<file path="src/rtl/cordic_pkg.sv">
// Shared constants, state encoding and arctangent table for the CORDIC vectoring block.
// CORDIC_VEC_GAIN_EN adds the GAIN state and lengthens the latency by one edge.
package cordic_pkg;

  localparam logic [19:0] K    = 20'h9B74E;
  localparam int          PI_2 = 32'h001921FB;
  localparam int          PI   = 32'h003243F6;

`ifdef CORDIC_VEC_GAIN_EN
  localparam int LATENCY = 32'd18;
`else
  localparam int LATENCY = 32'd17;
`endif

  typedef enum logic [2:0] {
    S_IDLE   = 3'd0,
    S_PREROT = 3'd1,
    S_ITER   = 3'd2,
`ifdef CORDIC_VEC_GAIN_EN
    S_GAIN   = 3'd4,
`endif
    S_DONE   = 3'd3
  } state_t;

  // atan(2^-i) in Q.20 radians
  function automatic logic [19:0] atan_lut(input logic [3:0] idx);
    logic [19:0] v;
    case (idx)
      4'd0:    v = 20'hC90FE;
      4'd1:    v = 20'h76B19;
      4'd2:    v = 20'h3EB6F;
      4'd3:    v = 20'h1FD5C;
      4'd4:    v = 20'h0FFAB;
      4'd5:    v = 20'h07FF5;
      4'd6:    v = 20'h03FFF;
      4'd7:    v = 20'h02000;
      4'd8:    v = 20'h01000;
      4'd9:    v = 20'h00800;
      4'd10:   v = 20'h00400;
      4'd11:   v = 20'h00200;
      4'd12:   v = 20'h00100;
      4'd13:   v = 20'h00080;
      4'd14:   v = 20'h00040;
      4'd15:   v = 20'h00020;
      default: v = 20'h00000;
    endcase
    return v;
  endfunction

endpackage

</file>
<file path="src/rtl/cordic_vec_step.sv">
// One combinational CORDIC vectoring micro-rotation: drives y toward zero.
module cordic_vec_step #(
  parameter int W = 23
) (
  input  logic signed [W-1:0] x,
  input  logic signed [W-1:0] y,
  input  logic signed [W-1:0] z,
  input  logic        [3:0]   i,
  input  logic signed [W-1:0] atan,
  output logic signed [W-1:0] nx,
  output logic signed [W-1:0] ny,
  output logic signed [W-1:0] nz
);

  logic signed [W-1:0] xs_s;
  logic signed [W-1:0] ys_s;

  assign xs_s = x >>> i;
  assign ys_s = y >>> i;

  // Rotation direction chosen by the sign of y; all terms use pre-update values
  always_comb begin
    nx = x;
    ny = y;
    nz = z;
    if (!y[W-1]) begin
      nx = x + ys_s;
      ny = y - xs_s;
      nz = z + atan;
    end else begin
      nx = x - ys_s;
      ny = y + xs_s;
      nz = z - atan;
    end
  end

endmodule

</file>
<file path="src/rtl/cordic_vector.sv">
// Iterative CORDIC vectoring: angle = atan2(y_in, x_in), magnitude = |(x_in, y_in)|.
// Define CORDIC_VEC_GAIN_EN to add a GAIN state that removes the CORDIC gain from magnitude.
module cordic_vector
  import cordic_pkg::*;
#(
  parameter int ITER  = 16,
  parameter int W_IN  = 21,
  parameter int W_OUT = 23
) (
  input  logic                    clock,
  input  logic                    aclr_n,
  input  logic                    clk_en,
  input  logic                    start,
  input  logic signed [W_IN-1:0]  x_in,
  input  logic signed [W_IN-1:0]  y_in,
  output logic signed [W_OUT-1:0] angle,
  output logic signed [W_OUT-1:0] magnitude,
  output logic                    done
);

  state_t                  state_r;
  logic [3:0]              idx_r;
  logic signed [W_OUT-1:0] x_r;
  logic signed [W_OUT-1:0] y_r;
  logic signed [W_OUT-1:0] z_r;
  logic                    zero_r;
  logic                    done_r;
  logic signed [W_OUT-1:0] atan_s;
  logic signed [W_OUT-1:0] nx_s;
  logic signed [W_OUT-1:0] ny_s;
  logic signed [W_OUT-1:0] nz_s;

  assign atan_s = W_OUT'(atan_lut(idx_r));

  cordic_vec_step #(.W(W_OUT)) u_step (
    .x    (x_r),
    .y    (y_r),
    .z    (z_r),
    .i    (idx_r),
    .atan (atan_s),
    .nx   (nx_s),
    .ny   (ny_s),
    .nz   (nz_s)
  );

`ifdef CORDIC_VEC_GAIN_EN
  localparam logic signed [W_OUT-1:0] K_S = W_OUT'(K);
  logic signed [2*W_OUT-1:0] prod_s;
  assign prod_s = (2*W_OUT)'(x_r) * (2*W_OUT)'(K_S);
`endif

  // Conversion sequencer: capture, quadrant pre-rotate, iterate, optional gain, hold
  always_ff @(posedge clock or negedge aclr_n) begin
    if (!aclr_n) begin
      state_r <= S_IDLE;
      idx_r   <= 4'd0;
      x_r     <= '0;
      y_r     <= '0;
      z_r     <= '0;
      zero_r  <= 1'b0;
      done_r  <= 1'b0;
    end else if (clk_en) begin
      if (start) begin
        state_r <= S_PREROT;
        idx_r   <= 4'd0;
        x_r     <= W_OUT'(x_in);
        y_r     <= W_OUT'(y_in);
        z_r     <= '0;
        zero_r  <= 1'b0;
        done_r  <= 1'b0;
      end else begin
        case (state_r)
          S_PREROT: begin
            // A zero vector would otherwise accumulate every atan step into z
            zero_r  <= (x_r == '0) && (y_r == '0);
            idx_r   <= 4'd0;
            state_r <= S_ITER;
            if (!x_r[W_OUT-1]) begin
              z_r <= '0;
            end else if (!y_r[W_OUT-1]) begin
              x_r <= y_r;
              y_r <= -x_r;
              z_r <= W_OUT'(PI_2);
            end else begin
              x_r <= -y_r;
              y_r <= x_r;
              z_r <= -(W_OUT'(PI_2));
            end
          end
          S_ITER: begin
            x_r <= nx_s;
            y_r <= ny_s;
            z_r <= zero_r ? '0 : nz_s;
            if (idx_r == 4'(ITER - 1)) begin
              idx_r <= 4'd0;
`ifdef CORDIC_VEC_GAIN_EN
              state_r <= S_GAIN;
`else
              state_r <= S_DONE;
              done_r  <= 1'b1;
`endif
            end else begin
              idx_r <= idx_r + 4'd1;
            end
          end
`ifdef CORDIC_VEC_GAIN_EN
          S_GAIN: begin
            x_r     <= W_OUT'(prod_s >>> 20);
            state_r <= S_DONE;
            done_r  <= 1'b1;
          end
`endif
          S_DONE:  state_r <= S_DONE;
          S_IDLE:  state_r <= S_IDLE;
          default: begin
            state_r <= S_IDLE;
            done_r  <= 1'b0;
          end
        endcase
      end
    end
  end

  assign angle     = z_r;
  assign magnitude = x_r;
  assign done      = done_r;

endmodule
</file>
<file path="config.mk">
export PLATFORM = sky130hd
export DESIGN_NAME = cordic_vector
export DESIGN_NICKNAME = d
export VERILOG_FILES = /design/src/rtl/cordic_pkg.sv /design/src/rtl/cordic_vec_step.sv /design/src/rtl/cordic_vector.sv
export SDC_FILE = /design/constraint.sdc
export NUM_CORES = 1
export LEC_CHECK = 0
export BUFFER_PORTS_ARGS = -buffer_cell sky130_fd_sc_hd__clkbuf_2
export CORE_MARGIN = 5
export CORE_UTILIZATION = 55
export CTS_CLUSTER_DIAMETER = 120
export DETAILED_ROUTE_END_ITERATION = 16
export PLACE_DENSITY = 0.74
export SLEW_MARGIN = 20
export SYNTH_ARGS = -nofsm -noshare
export SYNTH_HDL_FRONTEND = slang
export SYNTH_SLANG_ARGS = --single-unit
</file>
<file path="constraint.sdc">
create_clock -name clock -period 15.11 [get_ports clock]
set_clock_uncertainty 0.2 [all_clocks]
set_input_delay 1.511 -clock clock [delete_from_list [all_inputs] [get_ports clock]]
set_output_delay 1.511 -clock clock [all_outputs]
set_load 0.005 [all_outputs]
</file>
==> out/qor.yml <==
global_routing:
  grt_max_degree: 78
  antenna_found_initial: 0
  grt_use_total: 0.291
  grt_pass1_vias: 11000
  grt_pass1_wl_mm: 57.6
  gr-total-overflow: 0
yosys:
  synthesis.nets: 1614
  synthFlopType: "dfrtp_1"
  async_reset_ff_frac: 1.00
  synth-seq-cells: 77
  syn_area_um2: 11600
  synthCells: 1486
  syn_area_per_cell_um2: 7.80
  yosysWarningCount: 0
  synth-seq-area-share: 0.166
  synthTopCellsByArea: "dfrtp_1 (17%), mux4_2 (8.6%), ha_1 (8.5%)"
  yosys.area.top_type: "dfrtp_1"
  synth_top_area_frac: 0.166
  synth_cell_type_count: 76
  synth_edf_count: 0
timing:
  tightest_slew_ns: 1.14
  final_max_slew_viol_count: 0
  timing.final.crit_share: 0.428
  setup-tns-final_ns: 0
  relSlewSlack: 0.233
  hold_violations: 0
  max_freq_mhz: 155
  setup_viol: 0
  fin_crit_ns: 6.46
  rsz0062_at_grt: "false"
  setup_slack_ns: 8.65
  holdWs_ns: 0.312
hold_path:
  hp-class: "reg2reg"
  hold_start: "done"
  min_path_cells: 1
  holdPathEnd: "done"
layout:
  antennaDiodeCount: 0
  fin_cells: 1776
  fill_cells: 1940
  design_area_um2: 12400
  post-route-util: 0.594
  area_delta_synth_final_pct: 7.07
  nets: 1624
  layout_common_cells: "nand2_1 (163), o21ai_0 (142), a21oi_1 (132), nor2_1 (116), xnor2_1 (93)"
  final_common_cell: "nand2_1"
  layout-drive-gt1-share: 0.148
power_and_ir_drop:
  pwr-share-clk: 0.078
  p_sw_mw: 1.60
  share_comb_of_total_power: 0.747
  power_mw: 3.03
  power.leakage_nw: 5.38
  p_sw_frac: 0.527
  power_density_nw_per_um2: 244
  seq_power_share: 0.175
  internal_power_mw: 1.43
  peakVddDrop_v: 0.000124
die:
  ios: 93
  die_w_um: 155
  coreArea_um2: 20900
  die_h_um: 155
  initial_core_util: 0.555
  dieArea_um2: 24100
  row_count: 53
setup_path:
  crit_arrival_ns: 6.49
  r2r_end: "y_r[22]"
  reg2reg_slack_ns: 8.65
  start_kind: "flip-flop"
  critical_path.max_stage_delay_ns: 0.60
  r2r-start: "idx_r[0]"
  crit_fanout: 41
  critical_path_class: "reg2reg"
  r2r_cells: 20
  slowest_stage: "buf_4"
  path_cells: "buf_4 > mux4_2 > mux2_2 > mux2i_1 > ha_1 > nand2_1 > inv_1 > nor2_1 > xnor2_1 > ha_1 > a2111oi_0 > o21ai_0 > a211oi_1 > o21ai_0 > o41ai_1 > o21ai_0 > a21o_1 > a21oi_1 > xor2_1 > o31ai_1"
  endpoint_kind: "flip-flop"
  critPathRequiredTime_ns: 15.14
  crit_path_frequent_cell: "o21ai_0"
drt:
  met1Wirelength_mm: 14.5
  dr.max_layer_used: "met4"
  vias: 11500
  route.met3.wl_mm: 2.57
  postRouteAntennaNets: 0
  met2_length_mm: 17.0
  drt_wl_total_mm: 35.9
  drt-initial-drc-count: 1110
  drc: 0
  vias_per_cell: 6.48
  dr.pass1.iters: 6
  wl_per_cell_um: 20.2
clocking:
  cts_tree: "yes"
  cts.repair.resized: 0
  cts_hold_buf: 0
  cts_root_buffer: "clkbuf_16"
  clock_latency_ns: 0.36
  postCtsSetupBuffers: 0
  clkTransAtPathRegs_ns: 0.07
  htreeDepth: 3
  cts_buffer_depth: 2
  clock-sinks: 77
  cts_made_buffers: 9
placed_design:
  hpwl_mm: 26.1
  dp_slack_ns: 8.78
  dp_cells: 1760
  placed_area_um2: 12100
  gp_congestion: 0.982
  port_buffers: 92
status:
  status: "finished, final reports clean"
job:
  drv_cap: 0
==> kinds of logic (layout without fill, tap and decap cells) <==
family / after synthesis / in the layout / synth area share
xor gates and xnor gates: 145 / 145 / 0.110
and+or+nand+nor: 424 / 424 / 0.170
muxes: 110 / 110 / 0.145
adders and majority gates: 82 / 82 / 0.0905
DFF: 77 / 77 / 0.166
AOI/OAI and AO/OA: 485 / 485 / 0.261
buffers and inverters: 163 / 178 / 0.0575
==> routing by layer <==
layer | vias to the layer above | track usage
met1 | 5408 | 0.368
met3 | 117 | 0.0442
li1 | 5474 | -
met5 | - | 0
met4 | 0 | 0.145
met2 | 513 | 0.485
==> registers in the layout, indices dropped and copies added, names as in the netlist <==
| signal | count |
|---|---|
| magnitude | 23 |
| idx_r | 4 |
| state_r | 2 |
| angle | 23 |
| y_r | 23 |
| done | 1 |
| zero_r | 1 |
==> worst max-delay path, delay by kind of cell (launching register included) <==
| kind | cells | cell delay (ns) |
|---|---|---|
| muxes | 3 | 1.09 |
| DFF | 1 | 0.59 |
| adders and majority gates | 2 | 0.56 |
| xor gates and xnor gates | 2 | 0.34 |
| AOI/OAI and AO/OA | 9 | 2.66 |
| buffers and inverters | 2 | 0.70 |
| and+or+nand+nor | 2 | 0.15 |
==> synth_stat cells (26+ instances only) <==
| library cell | number |
|---|---|
| mux2i_1 | 44 |
| a211oi_1 | 26 |
| mux4_2 | 44 |
| xnor2_1 | 93 |
| a21oi_1 | 132 |
| xor2_1 | 52 |
| dfrtp_1 | 77 |
| nor3_1 | 27 |
| clkbuf_1 | 75 |
| nand2_1 | 164 |
| o21ai_0 | 142 |
| inv_1 | 49 |
| ha_1 | 79 |
| nor2_1 | 116 |
==> worst max-delay path by stage <==
stage / to / startpoint
CTS: y_r[22] / idx_r[0]
finish: y_r[22] / idx_r[0]
floorplan: angle[22] / idx_r[0]
global route: y_r[22] / idx_r[0]
global placement: y_r[21] / idx_r[0]
detailed placement: y_r[21] / idx_r[0]
==> power by group through the flow <==
stage,clock network [mW],registers (mW),logic (mW)
final,0.236,0.530,2.26
after global placement,0,0.519,2.17
after floorplan,0,0.365,1.86
after CTS,0.238,0.518,2.24
after global routing,0.247,0.535,2.51
after detailed placement,0,0.521,2.22
==> final cells by class <==
type | count | area [um2] | share of cell area
clock buffer | 9 | 225 | 0.0181
sequential | 77 | 1930 | 0.156
inverter | 50 | 188 | 0.0151
clock inverter | 7 | 81.3 | 0.00655
tap | 275 | 344 | 0.0277
timing repair buffer | 112 | 617 | 0.0497
multi-input combinational | 1246 | 9020 | 0.727
No activity file was read; power rests on OpenSTA's default activity.
